File: src/rtl/robot_sensor_pkg.sv
// Shared types and default constants for the proximity sensor conditioner.
package robot_sensor_pkg;

  // Per-channel debounce state; encoding is fixed at 00/01/10/11.
  typedef enum logic [1:0] {
    STABLE_LO = 2'b00,
    PEND_HI   = 2'b01,
    STABLE_HI = 2'b10,
    PEND_LO   = 2'b11
  } chan_state_t;

  localparam int unsigned SYNC_STAGES_DEF     = 2;
  localparam int unsigned DEBOUNCE_CYCLES_DEF = 4;
  localparam int unsigned GLITCH_W_DEF        = 8;

endpackage

File: src/rtl/robot_sensor_conditioner_chan.sv
// One sensor channel: synchroniser chain, debounce FSM and run-length counter.
module sensor_debounce_chan
  import robot_sensor_pkg::*;
#(
  parameter int unsigned SYNC_STAGES     = SYNC_STAGES_DEF,
  parameter int unsigned DEBOUNCE_CYCLES = DEBOUNCE_CYCLES_DEF
) (
  input  logic clk,
  input  logic reset,
  input  logic enable,
  input  logic raw,
  output logic level,
  output logic commit_c,
  output logic glitch_c
);

  localparam int unsigned CNT_W    = $clog2(DEBOUNCE_CYCLES + 1);
  localparam logic        ONE_SHOT = (DEBOUNCE_CYCLES == 1);

  if (SYNC_STAGES < 2) begin : g_bad_sync
    $error("SYNC_STAGES must be at least 2");
  end
  if (DEBOUNCE_CYCLES < 1) begin : g_bad_debounce
    $error("DEBOUNCE_CYCLES must be at least 1");
  end

  logic [SYNC_STAGES-1:0] sync_q;
  logic                   synced;
  chan_state_t            state_q, state_d;
  logic [CNT_W-1:0]       cnt_q, cnt_d, cnt_inc;
  logic                   level_q, level_d;

  assign synced  = sync_q[SYNC_STAGES-1];
  assign cnt_inc = cnt_q + CNT_W'(1);
  assign level   = level_q;

  // Synchroniser chain; runs regardless of enable.
  always_ff @(posedge clk or posedge reset) begin
    if (reset) sync_q <= '0;
    else       sync_q <= {sync_q[SYNC_STAGES-2:0], raw};
  end

  // State, counter and output level registers.
  always_ff @(posedge clk or posedge reset) begin
    if (reset) begin
      state_q <= STABLE_LO;
      cnt_q   <= '0;
      level_q <= 1'b0;
    end else begin
      state_q <= state_d;
      cnt_q   <= cnt_d;
      level_q <= level_d;
    end
  end

  // Debounce next-state logic; a run ending early is reported as a glitch.
  always_comb begin
    state_d  = state_q;
    cnt_d    = cnt_q;
    level_d  = level_q;
    commit_c = 1'b0;
    glitch_c = 1'b0;
    if (!enable) begin
      state_d = level_q ? STABLE_HI : STABLE_LO;
      cnt_d   = '0;
    end else begin
      case (state_q)
        STABLE_LO: if (synced) begin
          if (ONE_SHOT) begin
            state_d  = STABLE_HI;
            level_d  = 1'b1;
            commit_c = 1'b1;
          end else begin
            state_d = PEND_HI;
            cnt_d   = CNT_W'(1);
          end
        end
        PEND_HI: if (synced) begin
          if (cnt_inc == CNT_W'(DEBOUNCE_CYCLES)) begin
            state_d  = STABLE_HI;
            cnt_d    = '0;
            level_d  = 1'b1;
            commit_c = 1'b1;
          end else begin
            cnt_d = cnt_inc;
          end
        end else begin
          state_d  = STABLE_LO;
          cnt_d    = '0;
          glitch_c = 1'b1;
        end
        STABLE_HI: if (!synced) begin
          if (ONE_SHOT) begin
            state_d  = STABLE_LO;
            level_d  = 1'b0;
            commit_c = 1'b1;
          end else begin
            state_d = PEND_LO;
            cnt_d   = CNT_W'(1);
          end
        end
        PEND_LO: if (!synced) begin
          if (cnt_inc == CNT_W'(DEBOUNCE_CYCLES)) begin
            state_d  = STABLE_LO;
            cnt_d    = '0;
            level_d  = 1'b0;
            commit_c = 1'b1;
          end else begin
            cnt_d = cnt_inc;
          end
        end else begin
          state_d  = STABLE_HI;
          cnt_d    = '0;
          glitch_c = 1'b1;
        end
        default: begin
          state_d = STABLE_LO;
          cnt_d   = '0;
        end
      endcase
    end
  end

endmodule

File: src/rtl/robot_sensor_conditioner.sv
// Conditions two raw proximity sensors into clean S1/S2 levels with diagnostics.
module robot_sensor_conditioner
  import robot_sensor_pkg::*;
#(
  parameter int unsigned SYNC_STAGES     = SYNC_STAGES_DEF,
  parameter int unsigned DEBOUNCE_CYCLES = DEBOUNCE_CYCLES_DEF,
  parameter int unsigned GLITCH_W        = GLITCH_W_DEF
) (
  input  logic                clk,
  input  logic                reset,
  input  logic                enable,
  input  logic                s1_raw,
  input  logic                s2_raw,
  input  logic                glitch_clr,
  output logic                S1,
  output logic                S2,
  output logic                change,
  output logic [GLITCH_W-1:0] glitch_count
);

  localparam int unsigned SUM_W = GLITCH_W + 1;

  logic                commit1_c, commit2_c, glitch1_c, glitch2_c;
  logic [1:0]          glitch_inc;
  logic [SUM_W-1:0]    glitch_sum;
  logic [GLITCH_W-1:0] glitch_q, glitch_d;
  logic                change_q;

  sensor_debounce_chan #(
    .SYNC_STAGES    (SYNC_STAGES),
    .DEBOUNCE_CYCLES(DEBOUNCE_CYCLES)
  ) u_chan1 (
    .clk     (clk),
    .reset   (reset),
    .enable  (enable),
    .raw     (s1_raw),
    .level   (S1),
    .commit_c(commit1_c),
    .glitch_c(glitch1_c)
  );

  sensor_debounce_chan #(
    .SYNC_STAGES    (SYNC_STAGES),
    .DEBOUNCE_CYCLES(DEBOUNCE_CYCLES)
  ) u_chan2 (
    .clk     (clk),
    .reset   (reset),
    .enable  (enable),
    .raw     (s2_raw),
    .level   (S2),
    .commit_c(commit2_c),
    .glitch_c(glitch2_c)
  );

  assign glitch_inc   = 2'(glitch1_c) + 2'(glitch2_c);
  assign glitch_sum   = {1'b0, glitch_q} + SUM_W'(glitch_inc);
  assign change       = change_q;
  assign glitch_count = glitch_q;

  // Saturating glitch accumulation; clear wins over a same-cycle increment.
  always_comb begin
    glitch_d = glitch_sum[GLITCH_W-1:0];
    if (glitch_sum[GLITCH_W]) glitch_d = '1;
    if (glitch_clr)           glitch_d = '0;
  end

  // Change strobe lands on the same edge the levels update.
  always_ff @(posedge clk or posedge reset) begin
    if (reset) begin
      change_q <= 1'b0;
      glitch_q <= '0;
    end else begin
      change_q <= commit1_c | commit2_c;
      glitch_q <= glitch_d;
    end
  end

endmodule

File: config.mk
export PLATFORM = sky130hd
export DESIGN_NAME = robot_sensor_conditioner
export DESIGN_NICKNAME = d
export VERILOG_FILES = /design/src/rtl/robot_sensor_pkg.sv /design/src/rtl/robot_sensor_conditioner_chan.sv /design/src/rtl/robot_sensor_conditioner.sv
export SDC_FILE = /design/constraint.sdc
export NUM_CORES = 1
export LEC_CHECK = 0
export ABC_AREA = 1
export ABC_CLOCK_PERIOD_IN_PS = 6000
export CORE_AREA = 8 8 67 69
export DETAILED_ROUTE_END_ITERATION = 8
export DIE_AREA = 0 0 75 77
export HOLD_SLACK_MARGIN = 0.02
export PLACE_DENSITY = 0.59
export SYNTH_ARGS = -nofsm -noshare
export SYNTH_HDL_FRONTEND = slang
export SYNTH_SLANG_ARGS = --single-unit
File: constraint.sdc
create_clock -name clk -period 6 [get_ports clk]
set_input_delay 0.6 -clock clk [delete_from_list [all_inputs] [get_ports clk]]
set_output_delay 0.6 -clock clk [all_outputs]
set_load 0.02 [all_outputs]
After elaboration in Yosys (flattened, before gate mapping)
Cells that the tools add are included.
- flip-flop bits (word level): 25
- input bits: 6
- add/sub/neg operators: 4
- equal/unequal tests: 24
- muxes and demuxes: 62
- bitwise gates (word level): 1
- reductions and logical operators: 10
- operators with widths (cell ; number):
    two-way mux 3 bit ; 12
    two-way mux 2 bit ; 16
    case mux 3 bit (4 select lines) ; 2
    two-way mux 1 bit ; 22
    two-way mux 8 bit ; 2
    case mux 2 bit (4 select lines) ; 2
    != test 2 x 1 -> 1 bit, second input constant ; 6
    case mux 1 bit (2 select lines) ; 6
    AND reduction 6 bit ; 2
    adder 8 x 2 -> 9 bit ; 1
    == test 2 bit, second input constant ; 4
    != test 4 x 2 -> 1 bit, second input constant ; 2
    != test 4 bit, second input constant ; 2
    AND reduction 4 bit ; 2
    adder 3 x 1 -> 3 bit, second input constant ; 2
    == test 3 bit, second input constant ; 2
    != test 3 x 2 -> 1 bit, second input constant ; 2
    != test 3 bit, second input constant ; 2
    == test 2 x 1 -> 1 bit, second input constant ; 2
    logical NOT 2 bit ; 2
    != test 2 bit, second input constant ; 2
    AND reduction 2 bit ; 2
    nonzero test 2 bit ; 2
    adder 1 x 1 -> 2 bit ; 1
    bitwise OR 1 bit ; 1

Longest topological paths before layout
Gate-level depths: netlist of run 1.
- word-level depth: 7
- depth in mapped cells: 13

Modules after synthesis
From an unflattened synthesis of run 1, not the netlist that was laid out.
- cell total of the unflattened synthesis: 156
- area total of the unflattened synthesis: 1311.3 sq um
- by module, submodules not included (module ; times used ; cells each ; area each (sq um) ; sequential area each (sq um)):
    robot_sensor_conditioner ; 1 ; 54 ; 476.7 ; 225.2
    sensor_debounce_chan at u_chan1 ; 1 ; 50 ; 420.4 ; 200.2
    sensor_debounce_chan at u_chan2 ; 1 ; 52 ; 414.1 ; 200.2

Worst setup path after synthesis of run 1
OpenSTA, ideal clock, no wires.
- path type: input to register
- start point: in enable
- end point: reg glitch_q[6], in the netlist glitch_count[6]
- setup time: 0.120 ns
- arrival time: 1.913 ns
- setup slack: 3.968 ns
- cell stages on the path: 12
- buffers on the path: 0
- path through: nand2_1 inv_1 nand2_1 fa_1 inv_1 nand4_2 nor2_2 inv_1 nor2_2 nand2_1 nor2_1 nor2_1
- word-level cells in the longest chain between the ends: 5
- elaborated cells between the ends (all ways): 6
- RTL lines (what ; line ; RTL):
    from (decl) ; robot_sensor_conditioner.sv:11 ; input logic enable,
    two-way mux 1 bit ; robot_sensor_conditioner_chan.sv:63 ; if (!enable) begin
    adder 1 x 1 -> 2 bit * ; robot_sensor_conditioner.sv:55 ; assign glitch_inc = 2'(glitch1_c) + 2'(glitch2_c);
    adder 8 x 2 -> 9 bit * ; robot_sensor_conditioner.sv:56 ; assign glitch_sum = {1'b0, glitch_q} + SUM_W'(glitch_inc);
    two-way mux 8 bit * ; robot_sensor_conditioner.sv:63 ; if (glitch_sum[GLITCH_W]) glitch_d = '1;
    two-way mux 8 bit * ; robot_sensor_conditioner.sv:64 ; if (glitch_clr) glitch_d = '0;
    named net glitch_d[6] ; robot_sensor_conditioner.sv:26 ; logic [GLITCH_W-1:0] glitch_q, glitch_d;
    to (signal assigned) ; robot_sensor_conditioner.sv:74 ; glitch_q <= glitch_d;
    to (decl) ; robot_sensor_conditioner.sv:26 ;
Mark *: on every way through the listed nets, which the timed path passes. The rest lies on a longest branch.
A chain may end at the register's enable or synchronous reset.

Worst setup path in the final report of run 1
Same ends and word-level chain as after synthesis.

==> results.md, run 1 <==
* Clock root buffer: clkbuf_4
* Overflow left after global routing at 0
* Class of the tightest hold or removal check: flip-flop to flip-flop
* Global-route wire length before repair at 4.754 mm
* Post-synthesis register bit count at 25
* Last weighted congestion value of the routability-driven placer at 0.8584
* Post-detailed-placement half-perimeter wirelength at 2.132 mm
* Number of failing hold endpoints at the final stage at 0
* Count of nets after finishing at 191
* Final setup violating endpoints at 0
* Instance area at placement at 1556 um2
* Starting DRC count in detailed routing at 52
* Post-synthesis to final-layout area growth at 18.73%
* Prevailing post-synth register cell: dfrtp_1
* Total core area at 3496 um2
* Design area at 1587 um2
* Fmax at 0.4031 GHz
* Post-synthesis instance total at 159
* Number of diodes at 0
* Wire length reported by the detailed router at 2.685 mm
* Unrepaired setup endpoints after global routing: no
* Power per cell area at 224.2 nW/um2
* CP startpoint kind: input port
* Worst IR drop on VDD at 0.1152 mV
* Vias post-DR at 1,055
* Slew of the pin with the lowest slew margin at 0.9385 ns
* Later-pin clock latency in the skew report at 0.32 ns
* Number of synthesized flops with an enable pin at 0
* Average detailed-routed wire length per instance at 11.83 um
* Cts hold-fix bufs at 0
* Number of buffers on the longest clock path at 2
* Cell row count at 22
* Tcrit/Tclk final at 41.34%
* Number of H-tree levels at 1
* Initial core utilization at 38.22%
* Antenna viol nets, final at 0
* Antenna violations before repair at 0
* DIE AREA at 5775 um2
* Maximum number of pins on one net before global-route repair at 26
* Maximum Capacitance Violations at 0
* Start-to-end type of the worst setup path: input port to flip-flop
* Avg Cell Area, Syn at 8.404 um2
* Worst-case hold slack at 0.3706 ns
* Shortest period the worst path allows at 2.481 ns
* Buffers inserted by post-CTS timing repair at 0
* Arrival time reported for the critical path endpoint at 2.70 ns
* Num ports at 17
* Critical path data required time at 6.22 ns
* Number of global-route vias before repair at 1,132
* Die extent in y at 77 um
* Router iterations before antenna repair at 4
* GR Util All Layers at 10.30%
* TritonCTS clock tree: yes
* Share of synthesized registers carrying an async set or reset at 100.0%
* Post-synthesis sequential area ratio at 46.82%
* Static Leak at 0.8340 nW
* Chip width at 75 um
* Number of max-slew violations in the final report at 0
* Worst-case headroom to the max-slew limit at 37.37%
* Crit Path Max Fanout at 4
* Number of vias per cell at 4.648
* YS warnings at 0
* Post-route setup TNS at 0 ns
* Count of unique library cells instantiated by Yosys at 25
* Result of the run: complete, no violations
* Number of sinks driven by the clock tree at 25
* Category of the worst setup path capture point: flip-flop
* Worst setup skew after layout at 0.009047 ns
* Post-route DRC violation count at 0
* Net count after synthesis at 170
* Post-synth design cell area at 1336 um2
* CTS Buf Count at 3
* Number of gates resized after CTS at 0
* Number of port buffers at 16
* Ratio of cells with drive above 1 in the final layout at 15.08%
* Clock slew at reported path FFs at 0.14 ns
metrics by stage:
| step | power (mW) | setup WS (ns) | util [%] | instances |
|---|---|---|---|---|
| global route | 0.3791 | 3.307 | 45.38 | 227 |
| floorplan | 0.2574 | 3.968 | - | 159 |
| finish | 0.3557 | 3.519 | 45.38 | 227 |
| global placement | 0.2792 | 3.272 | 44.52 | 223 |
| CTS | 0.3612 | 3.520 | 45.38 | 227 |
| detailed placement | 0.2829 | 3.176 | 44.52 | 223 |
final timing paths:
check                                  start                 end  slack, ns  cells after the start
max                                   enable     glitch_count[6]       3.52                     13
min                        u_chan1.sync_q[0]   u_chan1.sync_q[1]       0.37                      0
max reg2reg                        flip-flop     glitch_count[6]       3.80                     11
min reg2reg                u_chan1.sync_q[0]   u_chan1.sync_q[1]       0.37                      0
max in group asynchronous              reset  u_chan2.state_q[0]       4.66                      2
min in group asynchronous              reset   u_chan1.sync_q[0]       0.77                      2
placed cells by master, fill, tap and decap left out, types with 4 or more instances in the layout:
master / n
clkdlybuf4s50_1: 16
ha_1: 4
o21ai_1: 4
inv_2: 6
nand3_1: 11
nand2_1: 42
dfrtp_1: 25
inv_1: 21
a21oi_1: 7
nor2_1: 9
nand2_2: 5
synth_stat cells (2+ instances only):
| master | count | share of area (%) |
|---|---|---|
| a21oi_1 | 7 | 2.6 |
| a22o_1 | 2 | 1.3 |
| dfrtp_1 | 25 | 47 |
| ha_1 | 4 | 3.7 |
| inv_1 | 21 | 5.9 |
| inv_2 | 6 | 1.7 |
| nand2_1 | 42 | 12 |
| nand2_2 | 5 | 2.3 |
| nand3_1 | 11 | 4.1 |
| nand4_2 | 2 | 1.9 |
| nor2_1 | 9 | 2.5 |
| nor2_2 | 2 | 0.94 |
| nor2_4 | 2 | 1.7 |
| o21ai_0 | 3 | 1.1 |
| o21ai_1 | 4 | 1.5 |
| o21ai_2 | 3 | 2.0 |
| xor2_1 | 3 | 2.0 |
worst max-delay path, stage by stage:
cell             delay [ns]
clkdlybuf4s50_1        0.56
nand2_1                0.13
inv_1                  0.10
nand2_1                0.07
fa_1                   0.45
inv_1                  0.12
nand4_2                0.11
nor2_2                 0.12
inv_1                  0.07
nor2_2                 0.13
nand2_1                0.09
nor2_1                 0.10
nor2_1                 0.05
cell type report:
type / count / area (um2)
Fill cell: 367 / 1909
Sequential cell: 25 / 625.6
Multi-Input combinational cell: 107 / 609.3
Timing Repair Buffer: 16 / 160.2
Inverter: 27 / 101.3
Tap cell: 48 / 60.06
Clock buffer: 3 / 22.52
Clock inverter: 1 / 7.507
cells by family after synthesis:
logic type	after synthesis	share of synthesized area, %
compound gates	22	10.39
simple gates	76	26.78
flops	25	46.82
buf+inv	27	7.584
fa+ha+maj	5	5.244
xor+xnor	4	3.184
power breakdown:
| group | switching (mW) | internal, mW | total (mW) |
|---|---|---|---|
| sequential | 0.0162 | 0.182 | 0.198 |
| clock | 0.0514 | 0.0254 | 0.0769 |
| combinational | 0.0496 | 0.0313 | 0.0809 |
| total | 0.117 | 0.239 | 0.356 |
layer usage:
metal	vias to the layer above	part of all wire (%)	GRT usage, %
met5	-	0	0
met4	0	1.5	4.706
met3	4	4.4	2.731
met2	16	50	17.73
met1	491	44	11.14
li1	544	-	-
flip-flops by register name, indices dropped and copies added (netlist names), 2 cells and up, named ones only:
| register | count |
|---|---|
| u_chan2.sync_q | 2 |
| u_chan1.cnt_q | 3 |
| u_chan1.sync_q | 2 |
| glitch_count | 8 |
| u_chan2.cnt_q | 3 |
No activity file was read; power rests on OpenSTA's default activity.
==> run 2: changes to the inputs <==
- ABC_CLOCK_PERIOD_IN_PS: 6000 -> 2100
- PLACE_DENSITY: 0.59 -> 0.61
- clock period: 6 -> 2.1 ns (I/O delays scaled with it)
==> run 2 against run 1 <==
- die area stayed put
- sequential share of layout area is 2.2 points lower
- total power grew to 2.9 times the previous value
- critical path depth stayed put
- sequential power grew to 2.9 times the previous value
- cell count is 4.0% higher
- hold slack worse by 0.14 ns
==> results.md, run 2 (synthesis gave the netlist of run 1 again) <==
* Result of the run: complete, no violations
* Number of sinks driven by the clock tree at 25 (unchanged)
* Power per cell area at 616.5 nW/um2 (+170%)
* Maximum Capacitance Violations at 0 (unchanged)
* Die extent in y at 77 um (unchanged)
* Category of the worst setup path capture point: flip-flop
* Number of H-tree levels at 1 (unchanged)
* Worst-case headroom to the max-slew limit at 78.97% (+42 points)
* DIE AREA at 5775 um2 (unchanged)
* Worst-case hold slack at 0.2345 ns (-0.1361 ns)
* Static Leak at 0.8793 nW (+5.4%)
* Worst IR drop on VDD at 0.2769 mV (+140%)
* Antenna viol nets, final at 0 (unchanged)
* Vias post-DR at 1,131 (+7.2%)
* Final setup violating endpoints at 0 (unchanged)
* Number of failing hold endpoints at the final stage at 0 (unchanged)
* TritonCTS clock tree: yes
* CTS Buf Count at 3 (unchanged)
* Maximum number of pins on one net before global-route repair at 26 (unchanged)
* Tcrit/Tclk final at 97.50%
* GR Util All Layers at 10.10% (-0.20 points)
* Wire length reported by the detailed router at 2.658 mm (-1.0%)
* Crit Path Max Fanout at 4 (unchanged)
* Initial core utilization at 38.22% (unchanged)
* Later-pin clock latency in the skew report at 0.30 ns (-0.02 ns)
* Largest register FFs at 8 (unchanged)
* Number of global-route vias before repair at 1,128 (-0.35%)
* Number of max-slew violations in the final report at 0 (unchanged)
* Overflow left after global routing at 0 (unchanged)
* Num ports at 17 (unchanged)
* Worst setup slack for register-to-register paths at 0.05 ns (-3.75 ns)
* Worst setup skew after layout at 0.003707 ns (-0.005340 ns)
* Cts hold-fix bufs at 0 (unchanged)
* Average detailed-routed wire length per instance at 11.26 um (-4.8%)
* Cell row count at 22 (unchanged)
* Setup ws final at 0.05247 ns (-3.467 ns)
* Post-route DRC violation count at 0 (unchanged)
* Number of port buffers at 16 (unchanged)
* Total core area at 3496 um2 (unchanged)
* Unrepaired setup endpoints after global routing: yes
* Register-to-Register Path Depth at 13 (+2)
* CP startpoint kind: flip-flop
* Post-synthesis to final-layout area growth at 26.40%
* Post-detailed-placement half-perimeter wirelength at 2.010 mm (-5.7%)
* Number of vias per cell at 4.792 (+3.1%)
* Worst slack at placement at -0.1335 ns (-3.309 ns)
* Ratio of cells with drive above 1 in the final layout at 23.40% (+8.3 points)
* Clock root buffer: clkbuf_4
* Class of the tightest hold or removal check: input port to async pin
* Count of nets after finishing at 200 (+4.7%)
* Router iterations before antenna repair at 6 (+2)
* Arrival time reported for the critical path endpoint at 2.26 ns (-0.44 ns)
* Starting DRC count in detailed routing at 54 (+3.8%)
* Slew of the pin with the lowest slew margin at 0.3155 ns (-0.6230 ns)
* Commonest non-fill, non-tap cells in the layout: nand2_1, dfrtp_1, inv_1, clkdlybuf4s50_1, nand3_1
* Clock slew at reported path FFs at 0.12 ns (-0.02 ns)
* Number of diodes at 0 (unchanged)
* Chip width at 75 um (unchanged)
* Antenna violations before repair at 0 (unchanged)
* Shortest period the worst path allows at 2.048 ns
* Worst reg2reg path endpoint: glitch_count[6]
* Design area at 1689 um2 (+6.5%)
* Global-route wire length before repair at 4.692 mm (-1.3%)
* Most common cell after layout, fill and taps aside: nand2_1
* Number of buffers on the longest clock path at 2 (unchanged)
* Instance area at placement at 1609 um2 (+3.4%)
* Critical path data required time at 2.31 ns (-3.91 ns)
* Start-to-end type of the worst setup path: flip-flop to flip-flop
* Fmax at 0.4884 GHz
* Post-Route Utilization at 48.32% (+2.9 points)
* Last weighted congestion value of the routability-driven placer at 0.8632 (+0.56%)
[run 2: cell count changes in the layout (fill, tap and decap cells not counted), sizes merged]
| cell | before | now |
|---|---|---|
| buf | 0 | 9 |
| clkinvlp | 1 | 0 |
| clkbuf | 3 | 4 |
[run 2: area by class of cell]
class,count,area (um2)
fillers,362,1807
multi-input cells,107,645.6
flip-flops and latches,25,628.1
repair buffers,25,227.7
inverters,27,101.3
well taps,48,60.06
clock buffers,4,26.28
[run 2: worst max-delay path: stages (launching register included)]
cell	delay, ns
dfrtp_2	0.46
inv_2	0.10
nand2_4	0.06
nand2_2	0.05
o211ai_1	0.12
fa_2	0.41
inv_2	0.09
nand4_4	0.10
nor2_4	0.15
inv_2	0.06
nor2_4	0.13
nand2_2	0.07
nor2_2	0.11
nor2_2	0.04
[run 2: worst max path at each step]
| stage | endpoint | from | slack, ns | depth (start not counted) |
|---|---|---|---|---|
| floorplan | glitch_count[6] | flip-flop | 0.12 | 11 |
| global placement | glitch_count[6] | enable | -0.07 | 13 |
| detailed placement | glitch_count[6] | enable | -0.13 | 13 |
| CTS | glitch_count[6] | flip-flop | 0.03 | 13 |
| global route | glitch_count[6] | flip-flop | -0.08 | 13 |
| finish | glitch_count[6] | flip-flop | 0.05 | 13 |
[run 2: timing repair]
| action | 4_1_cts | 5_1_grt |
|---|---|---|
| endpoints found under the setup margin | 0 | 8 |
| setup buffers | 0 | 2 |
| resized for setup | 0 | 15 |
[run 2: where the power goes]
group	total (mW)	internal (mW)	switching [mW]
Clock	0.206	0.0740	0.132
Sequential	0.567	0.521	0.0459
Combinational	0.268	0.118	0.150
[run 2: per-layer routing]
layer  track usage (%)  part of all wire, %  vias to the layer above
met1             12.27                   41                      542
met5                 0                    0                        -
li1                  -                    -                      562
met4             3.529                 0.83                        0
met3             2.861                  6.4                        2
met2             16.26                   51                       25
[run 2: through the flow]
| step | TNS [ns] | std cells | power [mW] |
|---|---|---|---|
| 2_1_floorplan | 0 | 159 | 0.7354 |
| 3_3_place_gp | -0.1187 | 230 | 0.8129 |
| 3_5_place_dp | -0.5474 | 230 | 0.8213 |
| 4_1_cts | 0 | 234 | 1.030 |
| 5_1_grt | -0.1536 | 236 | 1.116 |
| 6_report | 0 | 236 | 1.041 |
==> patch 1, RTL diff (config.mk and constraints of run 2) <==
Set the package constant `DEBOUNCE_CYCLES_DEF` to 2 (it was 4).
--- a/src/rtl/robot_sensor_pkg.sv
+++ b/src/rtl/robot_sensor_pkg.sv
@@ -10,7 +10,7 @@
   } chan_state_t;
 
   localparam int unsigned SYNC_STAGES_DEF     = 2;
-  localparam int unsigned DEBOUNCE_CYCLES_DEF = 4;
+  localparam int unsigned DEBOUNCE_CYCLES_DEF = 2;
   localparam int unsigned GLITCH_W_DEF        = 8;
 
 endpackage
Formal check against the unedited RTL: not equivalent (a bounded check fails within 10 cycles, from zero or initial values and one cycle with reset high).
==> patch 1 against run 2 <==
Setup slack gained 140 ps. Maximum frequency increased by 7.3%. Routed wire length shrank 22%. Sequential cell count is 2 lower. Synthesized area is 16% lower. Power up 12%. Final cell count is 13% lower. Design area shrank 18%. Critical endpoint is now glitch_count[0].
==> patch 1: results (changes against run 2) <==
stage,metric,value,unit,change
status,outcome,"complete, no violations",,
yosys,syn avg cell area,8.35,µm²,-0.64%
route,average wire per standard cell,10.1,µm,-10%
grt,met3 Use GR,3.25,%,+0.39 points
yosys,register area share after synthesis,51.1,%,+4.2 points
power_and_ir_drop,Leak,0.675,nW,-23%
power_and_ir_drop,VDD IR max,0.215,mV,-22%
clock_tree,clk buf depth,2,,unchanged
worst_setup_path,CP max-delay cell,fa_1,,
route,met3 WL,152,µm,-11%
worst_setup_path,CP max stage delay,500,ps,+40 ps
route,Metal-1 WL,992,µm,-9.9%
placed_design,PortBufs,16,,unchanged
cells_and_area,# diodes,0,,unchanged
worst_setup_path,crit-path max FO,6,,+2
timing,Clock Skew,2.74,ps,-0.971 ps
placed_design,Post-Place Cell Area,0.00136,mm²,-15%
cells_and_area,Layout Nets,165,,-18%
placed_design,post-placement cell count,201,,-13%
clock_tree,post-CTS setup buffer count,0,,unchanged
grt,met2 Usage GRT,12.5,%,-3.7 points
cells_and_area,share of layout cells above drive strength 1,12.1,%,-11 points
cells_and_area,max FFs per register,8,,unchanged
worst_setup_path,WP data arrival,2130,ps,-130 ps
route,Routed WL,2070,µm,-22%
yosys,dominant cells by area after synthesis,"dfrtp_1, nand2_1, inv_1",,
yosys,Syn Nets,142,,-16%
route,met2 wire length,912,µm,-33%
grt,met1 GRT Util,9.98,%,-2.3 points
route,DR pass1 iterations,4,,-2
power_and_ir_drop,internal power,760,µW,+6.5%
grt,largest net degree at the start of global routing,24,,-7.7%
placed_design,Final HPWL DP,1600,µm,-20%
yosys,most instantiated cells after synthesis,"nand2_1, dfrtp_1, inv_1, a21oi_1, nand3_1",,
yosys,count of cell types in the netlist,22,,-12%
placed_design,RD Place Congestion,0.804,,-6.9%
route,vias per inst,4.28,,-11%
timing,Slew @ Worst Pin,282,ps,-33.2 ps
route,DR iter-0 viols,58,,+7.4%
grt,vias in the first global route,893,,-21%
grt,first-pass GRT wire length,3770,µm,-20%
grt,global-route usage over all layers,8.28,%,-1.8 points
hold_path,Hold/Removal Path Class,input pin to asynchronous set/reset pin,,
clock_tree,Root Driver,clkbuf_4,,
## patch 1: logic make-up (layout without fill, tap and decap cells)
family / after synthesis / in the layout / share of synthesized area [%]
AOI/OAI and AO/OA: 17 / 17 / 7.88
xor gates and xnor gates: 2 / 2 / 1.55
adders and majority gates: 1 / 1 / 1.78
buffers and inverters: 26 / 48 / 9.88
DFF: 23 / 23 / 51.1
and+or+nand+nor: 66 / 66 / 27.9
## patch 1: layout make-up
class                   instances  area, µm²
multi-input cells              86        440
repair buffers                 18        175
flip-flops and latches         23        576
clock buffers                   4       26.3
well taps                      48       60.1
inverters                      26        111
fillers                       382       2110
## patch 1: stage by stage
step | util (%) | total power, mW | worst slack, ps
after detailed placement | 39.0 | 0.988 | -21.3
after global routing | 39.7 | 1.27 | 8.74
final | 39.7 | 1.17 | 191
after global placement | 39.0 | 0.982 | 35.5
after CTS | 39.7 | 1.19 | 161
after floorplan | - | 0.848 | 379
## patch 1: power by group through the flow
stage / clock network (mW) / registers [mW] / logic (mW)
2_1_floorplan: 0 / 0.628 / 0.219
3_5_place_dp: 0 / 0.604 / 0.385
6_report: 0.196 / 0.594 / 0.381
5_1_grt: 0.225 / 0.613 / 0.437
4_1_cts: 0.212 / 0.594 / 0.388
3_3_place_gp: 0 / 0.600 / 0.382
## patch 1: path summary, 6_finish.rpt
kind / start / to / slack [ps] / depth (start not counted)
min in group clk: s2_raw / u_chan2.sync_q[0] / 340 / 1
worst max register to register: register / glitch_count[0] / 190 / 11
worst min register to register: u_chan2.sync_q[0] / u_chan2.sync_q[1] / 360 / 0
worst max-delay path: register / glitch_count[0] / 190 / 11
max in group asynchronous: reset / u_chan2.cnt_q[0] / 1650 / 3
worst min-delay path: reset / glitch_count[7] / 230 / 3
==> patch 2, RTL diff (config.mk and constraints of run 2) <==
Made on the original files. Encoding of `chan_state_t`: now one-hot (4 bits for 4 states).
--- a/src/rtl/robot_sensor_pkg.sv
+++ b/src/rtl/robot_sensor_pkg.sv
@@ -2,11 +2,11 @@
 package robot_sensor_pkg;
 
   // Per-channel debounce state; encoding is fixed at 00/01/10/11.
-  typedef enum logic [1:0] {
-    STABLE_LO = 2'b00,
-    PEND_HI   = 2'b01,
-    STABLE_HI = 2'b10,
-    PEND_LO   = 2'b11
+  typedef enum logic [3:0] {
+    STABLE_LO = 4'b0001,
+    PEND_HI   = 4'b0010,
+    STABLE_HI = 4'b0100,
+    PEND_LO   = 4'b1000
   } chan_state_t;
 
   localparam int unsigned SYNC_STAGES_DEF     = 2;
Behaviour: no difference found for any inputs over 10 cycles, from zero or initial values and one cycle with reset high; not proved beyond that.
==> patch 2 against run 2 <==
The run now ends with setup timing left. Synthesized area grew 27%. Sequential power grew 26%. Maximum frequency shrank 5.1%. Power grew 63%. Core utilization grew 16 points. Clock power grew 130%. Design area grew 33%. First-iteration DRC count grew 80%. Routed wire length grew 45%. Sequential cell count grew 4. Setup slack lost 110 ps. Critical path type unchanged. Critical endpoint is now glitch_count[5]. Largest power group unchanged.
==> patch 2: results (changes against run 2) <==
stage,metric,value,unit,change
clock_tree,clk_lat worst skew,330,ps,+30 ps
power_and_ir_drop,Leak,1.17,nW,+33%
power_and_ir_drop,VDD IR max,0.404,mV,+46%
placed_design,Final HPWL DP,2920,µm,+45%
route,DR pass1 iterations,4,,-2
cells_and_area,final std cells w/o fill,318,,+35%
clock_tree,CTS H-tree lvls,2,,+1
route,DR iter-0 viols,97,,+80%
timing,"Setup violations, final",8,,+8
status,failing checks,setup timing,,
route,met2 wire length,1720,µm,+26%
yosys,count of cell types in the netlist,28,,+12%
clock_tree,CTS Buf Count,5,,+2
timing,setup TNS,-326,ps,-326 ps
yosys,dominant cells by area after synthesis,"dfrtp_1, nand2_1, nand3_1",,
route,Metal-1 WL,1800,µm,+63%
worst_setup_path,crit-path max FO,6,,+2
cells_and_area,Layout Nets,281,,+41%
yosys,Post-Synthesis Cells,228,,+43%
placed_design,RD Place Congestion,0.880,,+2.0%
yosys,register area share after synthesis,42.8,%,-4.0 points
grt,global-route usage over all layers,14.3,%,+4.2 points
route,met3 WL,270,µm,+58%
route,Routed WL,3860,µm,+45%
timing,Slew @ Worst Pin,559,ps,+243 ps
status,outcome,"complete, but fails checks",,
timing,setup slack after layout,-58.6,ps,-111 ps
grt,vias in the first global route,1539,,+36%
route,vias per inst,5.13,,+7.0%
yosys,Syn Nets,240,,+41%
==> patch 2: cell types whose count changed in the layout (fill, tap and decap cells not counted), sizes merged, moves of 3 or more <==
| cell | run 2 | this run |
|---|---|---|
| nand2 | 47 | 73 |
| nor2 | 13 | 22 |
| clkbuf | 4 | 7 |
| nand3 | 11 | 24 |
| nand4 | 3 | 6 |
| buf | 9 | 21 |
| inv | 27 | 32 |
| nor3 | 0 | 3 |
| o21ai | 10 | 14 |
==> patch 2: worst paths after layout <==
check,from,depth (start not counted),slack [ps],to
max,u_chan1.state_q[1],15,-60,glitch_count[5]
min,reset,2,220,glitch_count[2]
max reg2reg,u_chan1.state_q[1],15,-60,glitch_count[5]
min reg2reg,u_chan2.sync_q[0],0,360,u_chan2.sync_q[1]
max in group asynchronous,reset,3,1320,u_chan1.state_q[0]
min in group clk,s2_raw,1,310,u_chan2.sync_q[0]
==> patch 2: cell families after synthesis <==
| family | Yosys count | synth area share, % |
|---|---|---|
| XOR/XNOR | 3 | 1.54 |
| adder cells (fa/ha/maj) | 6 | 4.85 |
| buffers and inverters | 35 | 8.09 |
| AO/OA/AOI/OAI | 24 | 8.16 |
| AND/OR/NAND/NOR | 131 | 34.6 |
| flip-flops | 29 | 42.8 |
==> patch 2: worst max-delay path, stage by stage (launching register included) <==
cell and delay, ps:
dfrtp_1 420, inv_2 80, nor2_4 130, nand2_2 60, nand2_1 50, o211ai_1 110
fa_2 400, inv_2 90, ha_4 130, nand2_2 60, nor3_4 150, and2_4 190
nand2_4 60, o21ai_2 60, nand2_1 60, inv_1 50
==> patch 2: repair_timing <==
| action | 4_1_cts | 5_1_grt |
|---|---|---|
| resized for setup | 8 | 12 |
| endpoints found under the setup margin | 7 | 8 |
| hold buffers | 0 | 0 |
| buffers inserted | 1 | 3 |
| pin swaps | 4 | 9 |
==> patch 2: power breakdown <==
part           leakage, nW  internal [mW]  switching (mW)
clock network       0.0455          0.284           0.197
registers            0.384          0.636          0.0758
logic                0.740          0.206           0.295
==> patch 2: routing by layer <==
metal	vias up	track usage [%]
met3	11	5.59
met5	-	0
met2	63	20.1
met1	742	19.1
li1	815	-
met4	0	5.29
==> patch 2: cell type report <==
type,count,area [µm²],share of cell area [%]
clock buffer,7,55.1,2.45
clock inverter,1,30.0,1.34
inverter,32,120,5.35
multi-input combinational,164,917,40.9
sequential,29,728,32.4
tap,48,60.1,2.68
timing repair buffer,37,334,14.9
==> patch 2: per-stage QoR <==
| step | util [%] | instance area [µm²] | power (mW) |
|---|---|---|---|
| after floorplan | - | 1720 | 1.02 |
| after global placement | 59.0 | 2060 | 1.15 |
| after detailed placement | 59.0 | 2060 | 1.16 |
| after CTS | 62.1 | 2170 | 1.67 |
| after global routing | 64.2 | 2240 | 1.80 |
| final | 64.2 | 2240 | 1.69 |
